[src/rtl/snes_poller_if.sv]
// Bus bundle between the game-pad poller and its consumer.
// The master side is the poller: it drives the pad protocol lines and the published button words.
interface snes_poller_if #(
   parameter int NUM_CH   = 1,
   parameter int NUM_BITS = 12
);
   logic                         enable;
   logic [NUM_CH-1:0]            serial_data;
   logic                         snes_clk;
   logic                         data_latch;
   logic [NUM_CH*NUM_BITS-1:0]   buttons;
   logic [NUM_CH*NUM_BITS-1:0]   pressed;
   logic [NUM_CH*NUM_BITS-1:0]   released;
   logic                         valid;

   modport master (
      input  enable, serial_data,
      output snes_clk, data_latch, buttons, pressed, released, valid
   );

   modport slave (
      output enable, serial_data,
      input  snes_clk, data_latch, buttons, pressed, released, valid
   );
endinterface

[src/rtl/snes_poller.sv]
// Serial game-pad poller: generates the shared latch/clock pad protocol, shifts in NUM_CH pads
// in parallel and publishes active-high button words with pressed/released edges.
module snes_poller #(
   parameter int CLK_DIV     = 21,
   parameter int NUM_BITS    = 12,
   parameter int NUM_CH      = 1,
   parameter int LATCH_TICKS = 2,
   parameter int POLL_TICKS  = 16000
) (
   input logic           clk,
   input logic           reset,
   snes_poller_if.master bus
);
   localparam int W  = NUM_CH * NUM_BITS;
   localparam int DW = (CLK_DIV > 1) ? $clog2(CLK_DIV) : 1;
   localparam int IW = $clog2(POLL_TICKS + 1);
   localparam int BW = (NUM_BITS > 1) ? $clog2(NUM_BITS) : 1;
   localparam int LW = (LATCH_TICKS > 1) ? $clog2(LATCH_TICKS) : 1;

   typedef enum logic [1:0] {S_IDLE, S_LATCH, S_SHIFT, S_DONE} state_t;

   state_t          r_state, w_state_nxt;
   logic [DW-1:0]   r_div;
   logic [IW-1:0]   r_idle, w_idle_nxt;
   logic [LW-1:0]   r_lcnt, w_lcnt_nxt;
   logic [BW-1:0]   r_bit, w_bit_nxt;
   logic            r_phase, w_phase_nxt;
   logic [W-1:0]    r_shift, w_shift_nxt;
   logic            r_sclk, w_sclk_nxt;
   logic            r_latch, w_latch_nxt;
   logic [W-1:0]    r_buttons, r_pressed, r_released;
   logic            r_valid;
   logic            w_tick, w_upd;

   assign w_tick = (r_div == DW'(CLK_DIV - 1));

   always_comb begin
      w_state_nxt = r_state;
      w_idle_nxt  = r_idle;
      w_lcnt_nxt  = r_lcnt;
      w_bit_nxt   = r_bit;
      w_phase_nxt = r_phase;
      w_shift_nxt = r_shift;
      w_sclk_nxt  = r_sclk;
      w_latch_nxt = 1'b0;
      w_upd       = 1'b0;
      case (r_state)
         S_IDLE: begin
            w_sclk_nxt = 1'b1;
            if (w_tick) begin
               // Once the poll interval has elapsed the count saturates until enable allows a frame.
               if (r_idle >= IW'(POLL_TICKS - 1)) begin
                  if (bus.enable) begin
                     w_state_nxt = S_LATCH;
                     w_idle_nxt  = '0;
                     w_lcnt_nxt  = '0;
                     w_latch_nxt = 1'b1;
                  end else begin
                     w_idle_nxt  = IW'(POLL_TICKS);
                  end
               end else begin
                  w_idle_nxt = r_idle + IW'(1);
               end
            end
         end
         S_LATCH: begin
            w_latch_nxt = 1'b1;
            if (w_tick) begin
               if (r_lcnt == LW'(LATCH_TICKS - 1)) begin
                  w_state_nxt = S_SHIFT;
                  w_latch_nxt = 1'b0;
                  w_bit_nxt   = '0;
                  w_phase_nxt = 1'b0;
               end else begin
                  w_lcnt_nxt = r_lcnt + LW'(1);
               end
            end
         end
         S_SHIFT: begin
            if (w_tick) begin
               if (!r_phase) begin
                  for (int unsigned c = 0; c < NUM_CH; c++)
                     w_shift_nxt[c*NUM_BITS + int'(r_bit)] = bus.serial_data[c];
                  w_sclk_nxt  = 1'b0;
                  w_phase_nxt = 1'b1;
               end else begin
                  w_sclk_nxt = 1'b1;
                  if (r_bit == BW'(NUM_BITS - 1)) begin
                     w_state_nxt = S_DONE;
                  end else begin
                     w_bit_nxt   = r_bit + BW'(1);
                     w_phase_nxt = 1'b0;
                  end
               end
            end
         end
         S_DONE: begin
            w_upd       = 1'b1;
            w_state_nxt = S_IDLE;
            w_idle_nxt  = '0;
         end
         default: w_state_nxt = S_IDLE;
      endcase
   end

   always_ff @(posedge clk or posedge reset) begin
      if (reset) begin
         r_state <= S_IDLE;
         r_div   <= '0;
         r_idle  <= '0;
         r_lcnt  <= '0;
         r_bit   <= '0;
         r_phase <= 1'b0;
         r_shift <= '0;
         r_sclk  <= 1'b1;
         r_latch <= 1'b0;
      end else begin
         // The divider holds during the single DONE cycle so each frame adds exactly one clk.
         if (r_state != S_DONE)
            r_div <= w_tick ? '0 : r_div + DW'(1);
         r_state <= w_state_nxt;
         r_idle  <= w_idle_nxt;
         r_lcnt  <= w_lcnt_nxt;
         r_bit   <= w_bit_nxt;
         r_phase <= w_phase_nxt;
         r_shift <= w_shift_nxt;
         r_sclk  <= w_sclk_nxt;
         r_latch <= w_latch_nxt;
      end
   end

   always_ff @(posedge clk or posedge reset) begin
      if (reset) begin
         r_buttons  <= '0;
         r_pressed  <= '0;
         r_released <= '0;
         r_valid    <= 1'b0;
      end else begin
         r_valid <= w_upd;
         if (w_upd) begin
            r_buttons  <= ~r_shift;
            r_pressed  <= ~r_shift & ~r_buttons;
            r_released <= r_shift & r_buttons;
         end
      end
   end

   assign bus.snes_clk   = r_sclk;
   assign bus.data_latch = r_latch;
   assign bus.buttons    = r_buttons;
   assign bus.pressed    = r_pressed;
   assign bus.released   = r_released;
   assign bus.valid      = r_valid;
endmodule

[src/flat_wrapper.sv]
// flat-port wrapper written by rule: the top's interface ports become plain ports
module snes_poller_flat 
#(
   parameter int CLK_DIV     = 21,
   parameter int NUM_BITS    = 12,
   parameter int NUM_CH      = 1,
   parameter int LATCH_TICKS = 2,
   parameter int POLL_TICKS  = 16000
)
  (clk, reset, bus_enable, bus_serial_data, bus_snes_clk, bus_data_latch, bus_buttons, bus_pressed, bus_released, bus_valid);
  snes_poller_if #(.NUM_CH(NUM_CH), .NUM_BITS(NUM_BITS)) bus_i ();
  input logic clk;
  input logic reset;
  input wire logic [$bits(bus_i.enable)-1:0] bus_enable;
  input wire logic [$bits(bus_i.serial_data)-1:0] bus_serial_data;
  output wire logic [$bits(bus_i.snes_clk)-1:0] bus_snes_clk;
  output wire logic [$bits(bus_i.data_latch)-1:0] bus_data_latch;
  output wire logic [$bits(bus_i.buttons)-1:0] bus_buttons;
  output wire logic [$bits(bus_i.pressed)-1:0] bus_pressed;
  output wire logic [$bits(bus_i.released)-1:0] bus_released;
  output wire logic [$bits(bus_i.valid)-1:0] bus_valid;
  assign bus_i.enable = bus_enable;
  assign bus_i.serial_data = bus_serial_data;
  assign bus_snes_clk = bus_i.snes_clk;
  assign bus_data_latch = bus_i.data_latch;
  assign bus_buttons = bus_i.buttons;
  assign bus_pressed = bus_i.pressed;
  assign bus_released = bus_i.released;
  assign bus_valid = bus_i.valid;
  snes_poller #(.CLK_DIV(CLK_DIV), .NUM_BITS(NUM_BITS), .NUM_CH(NUM_CH), .LATCH_TICKS(LATCH_TICKS), .POLL_TICKS(POLL_TICKS)) u_core (.clk(clk), .reset(reset), .bus(bus_i));
endmodule
[config.mk]
export PLATFORM = sky130hd
export DESIGN_NAME = snes_poller_flat
export DESIGN_NICKNAME = d
export VERILOG_FILES = /design/src/rtl/snes_poller_if.sv /design/src/rtl/snes_poller.sv /design/src/flat_wrapper.sv
export SDC_FILE = /design/constraint.sdc
export NUM_CORES = 1
export LEC_CHECK = 0
export ABC_AREA = 1
export CAP_MARGIN = 40
export CORE_UTILIZATION = 45
export DETAILED_ROUTE_END_ITERATION = 8
export HOLD_SLACK_MARGIN = 0.1
export PLACE_DENSITY_LB_ADDON = 0.15
export REMOVE_ABC_BUFFERS = 1
export SYNTH_ARGS = -nofsm -noshare
export SYNTH_HDL_FRONTEND = slang
export SYNTH_SLANG_ARGS = --single-unit
[constraint.sdc]
create_clock -name clk -period 2.4 [get_ports clk]
set_input_delay 0.48 -clock clk [delete_from_list [all_inputs] [get_ports clk]]
set_output_delay 0.48 -clock clk [all_outputs]
set_load 0.005 [all_outputs]
After elaboration in Yosys (flattened, before gate mapping)
Cells that the tools add are included.
Widths: inputs -> output; s select.
{ "totals": {"regBits": 78, "inputBits": 4} }
{ "op_classes": {"n_addsub": 4, "n_lt_le_gt_ge": 3, "eq_ne": 15, "mux": 45, "bitwise_logic": 5, "n_reduce_logical": 13} }
{ "ops": {"columns": ["cell", "n"], "rows": [
  ["$mux 14", 3],
  ["$pmux 14 s2", 1],
  ["$and 12x12->12", 2],
  ["$not 12->12", 2],
  ["$mux 4", 5],
  ["$mux 1", 19],
  ["$mux 2", 8],
  ["$add 14x1->14 const B", 1],
  ["$ge 14x14->1 const B", 1],
  ["$ne 2x1->1 const B", 7],
  ["$bwmux 12", 1],
  ["$pmux 1 s2", 4],
  ["$pmux 2 s4", 1],
  ["$pmux 4 s2", 1],
  ["$reduce_and 8->1", 1],
  ["$reduce_bool 2->1", 4],
  ["$ne 2x2->1 const B", 3],
  ["$reduce_and 6->1", 1],
  ["$add 5x1->5 const B", 1],
  ["$eq 5x5->1 const B", 1],
  ["$lt 4x5->1 const B", 1],
  ["$mux 5", 1],
  ["$reduce_and 5->1", 1],
  ["$add 4x1->4 const B", 1],
  ["other kinds (12)", 14]
]} }

Longest topological paths before layout
{ "depth": {"ltp_word": 5, "mapped_depth": 11} }

Worst setup path after synthesis
Ideal clock, no wire load.
{ "synth_timing": {"path_kind": "register to register", "from": "register u_core.r_state[0]", "to": "register u_core.r_bit[2]", "t_arrival_ns": 1.393, "t_required_ns": 2.317, "setup_slack_ns": 0.925, "stages_incl_launch_ff": 9, "n_path_buf": 0, "synth_period_minus_slack_ns": 1.475, "path_cell_list": "dfrtp_1 -> inv_1 -> ha_1 -> inv_1 -> a21oi_1 -> nand2_1 -> nor2_2 -> nand3_1 -> o21ai_0"} }
{ "synth_between": {"elab_chain_len": 3, "word_cells_on_any_way": 10} }
{ "synth_rtl": {"columns": ["item", "line_no", "source"], "rows": [
  ["start, declared", "snes_poller.sv:22", "state_t r_state, w_state_nxt;"],
  ["start signal, assigned", "snes_poller.sv:121", "r_state <= w_state_nxt;"],
  ["$eq 2x2->1 / $eq 2x1->1 (equally long branches)", "snes_poller.sv:47", "case (r_state)"],
  ["$ne 2x2->1 (no line) (tied with other cells)", null, null],
  ["$reduce_and 6->1 (no line)", null, null],
  ["end signal, assigned", "snes_poller.sv:124", "r_bit <= w_bit_nxt;"],
  ["end, declared", "snes_poller.sv:26", "logic [BW-1:0] r_bit, w_bit_nxt;"]
]} }
Parallel ways exist; a longest one is shown, timed or not.
A chain may end at the register's enable or synchronous reset.

Worst setup path after layout
{ "layout_timing": {"from": "register u_core.r_sclk, in the netlist u_core.bus.snes_clk", "to": "output bus_snes_clk"} }
{ "layout_lines": {"columns": ["item", "line_no", "source"], "rows": [
  ["start, declared", "snes_poller.sv:29", "logic r_sclk, w_sclk_nxt;"],
  ["start signal, assigned", "snes_poller.sv:127", "r_sclk <= w_sclk_nxt;"],
  ["end, declared", "flat_wrapper.sv:16", "output wire logic [$bits(bus_i.snes_clk)-1:0] bus_snes_clk;"]
]} }
No word-level cell between the ends.

==> out/qor.yml <==
place:
  gp_congestion: 0.8266
  dpl.cell_count: 577
  dp_hpwl_um: 4970
  pre_cts_slack_ns: 0.5873
  port_buffers: 42
synthesis:
  synth_compound_area_share_pct: 6.630
  synth-main-ff-cell: "dfrtp_1"
  yosys.area_share.simple_pct: 29.89
  muxShareOfSynthArea_pct: 0
  synthAdderAreaFrac_pct: 3.740
  ys_types: 27
  synthXorXnorAreaFrac_pct: 1.428
  synth_area_leader_cell: "dfrtp_1"
  synth_enable_flop_cells: 0
  synth_seq_cells: 78
  seq_area_frac_synth_pct: 53.08
  synth_area_mm2: 0.003680
  synth.most_common_cell: "nand2_1"
  async_flop_share_pct: 100.0
  ys.warnings.count: 0
  synth.area.top_cells: "dfrtp_1, nand2_1, nand3_1, o21ai_0, ha_1"
  avgSynthCellArea_um2: 8.363
  syn_inst: 440
  synthTopCellsByCount: "nand2_1, dfrtp_1, nand3_1"
  synth_top_area_share_pct: 52.36
  synth_top_family_by_area: "simple AND/OR/NAND/NOR gates"
clock_tree:
  post_cts_buffers: 0
  cts_root_buf: "clkbuf_8"
  cts-resized-gates: 0
  clk_pin_slew_ns: 0.09
  cts_tree: "yes"
  hold_buffers: 0
  htree_num_levels: 3
  cts.path.max_buffers: 2
  cts_buffers: 9
  insertion_delay_ns: 0.35
  cts_num_sinks: 78
critical_path:
  cp.depth: 1
  slowest_delay_ns: 0.54
  path_cells: "clkdlybuf4s50_1"
  crit_slowest_cell: "dfstp_2"
  startpoint_type: "register"
  crit_arrival_ns: 1.39
  critPathKind: "register to primary output"
  endpoint_kind: "primary output"
  cp.required_ns: 1.92
  worstPathMaxFanout: 2
  crit_family: "flip-flops"
  critPathBufInv: 1
  worst_r2r_path_depth: 7
sta:
  finalCritPeriodShare_pct: 77.86
  slew_viol_final: 0
  setup_viol: 0
  hold_violations: 0
  tightest_slew_ns: 0.4909
  finalClockSkew_ns: 0.007981
  fmax_ghz: 0.5352
  rsz0062_at_grt: "no"
  hold-worst-slack_ns: 0.4847
  slew_headroom_pct: 67.24
  setup_ws_ns: 0.5314
  min_period_ns: 1.869
drt:
  wl_met2_um: 3277
  route.detailed.drc: 0
  wl_met3_um: 269
  dr.max_layer_used: "met4"
  firstDrtPassIters: 4
  routed_wl_um: 7363
  num_vias: 2955
  antenna_left: 0
  wl_per_cell_um: 12.42
  wl_met1_um: 3674
  drt-initial-drc-count: 151
  viasPerCell: 4.983
die:
  core.rowCount: 32
  die_w_um: 92.43
  die_area_mm2: 0.008543
  start_util_pct: 47.13
  coreArea_mm2: 0.007807
  fp.dieH_um: 92.43
  io_pins: 43
power_and_ir_drop:
  power.total_uw: 3560
  power.leakage_uw: 0.002185
  ir_drop_uv: 393.2
  power_density_mw_per_mm2: 801.3
hold_path:
  min_path_type: "register to register"
  holdPathStages: 2
finish:
  area_delta_synth_final_pct: 20.74
  drive_above_1_share_pct: 9.980
  nFillCells: 724
  diodes: 0
  fin_cells: 593
  nNetsFinal: 501
global_routing:
  grt_first_pass_wirelength_um: 12860
  grt_usage_pct: 18.99
  overflow: 0
  grt_antenna_before_repair: 0
  grt_max_degree: 79
  grt_pass1_vias: 2811
outcome:
  status: "finished clean"
flow_run:
  maxCapViolations: 0
## kinds of logic (layout without fill, tap and decap cells)
group           count (synthesis)  count (layout)
fa+ha+maj                      11              11
compound gates                 47              47
flops                          78              78
simple gates                  252             252
buf+inv                        46              97
xor+xnor                        6               6
## final timing paths
path	start	end	slack, ns
max reg2reg	u_core.r_state[0]	u_core.r_shift[2]	0.59
min	u_core.bus.released[0]	u_core.bus.released[0]	0.48
min reg2reg	u_core.bus.released[0]	u_core.bus.released[0]	0.48
max in group asynchronous	reset	u_core.r_idle[1]	1.52
max	u_core.bus.snes_clk	bus_snes_clk	0.53
min in group asynchronous	reset	u_core.r_idle[5]	0.51
## registers in the layout, summed over array words and instances (netlist names), 2 cells and up
name                 count
u_core.r_shift          12
u_core.bus.released     12
u_core.bus.buttons      12
u_core.r_bit             4
u_core.bus.pressed      12
u_core.r_div             5
u_core.r_idle           14
u_core.r_state           2
## per-stage QoR
step           util (%)  instance area (um^2)  TNS, ns
4_1_cts           56.91                  4443        0
3_5_place_dp      53.93                  4210        0
6_report          56.91                  4443        0
5_1_grt           56.91                  4443        0
3_3_place_gp      53.93                  4210        0
2_1_floorplan         -                  3620   -5.650
## placed cells by master (no fill, tap or decap), drive strengths merged
cell           instances
nand4                  7
nor2                  27
nand3b                 1
nand3                 49
dfrtp                 77
buf                    4
xor2                   5
xnor2                  1
clkdlybuf4s50         42
clkbuf                10
ha                    11
a21oi                 11
or2                   14
nand2                153
dfstp                  1
o21bai                 2
clkinv                 5
o21ai                 34
inv                   34
bufinv                 2
nor3                   1
## report_power, final
group          switching, uW  total [uW]  internal, uW
clock network            504        1130           621
logic                    528         840           312
registers                137        1590          1460
## routing by layer
layer / up-vias / global-route usage [%]
met5: - / 0
met3: 11 / 3.202
met1: 1384 / 26.32
met2: 61 / 29.26
met4: 0 / 8.464
li1: 1499 / -
## area by class of cell
| type | instances | area (um^2) | area share [%] |
|---|---|---|---|
| clock buffer | 10 | 137.6 | 3.098 |
| clock inverter | 6 | 95.09 | 2.140 |
| inverter | 35 | 132.6 | 2.985 |
| multi-input combinational | 316 | 1534 | 34.53 |
| sequential | 78 | 1953 | 43.96 |
| tap | 102 | 127.6 | 2.872 |
| timing repair buffer | 46 | 462.9 | 10.42 |
(Power assumes the default switching activity.)
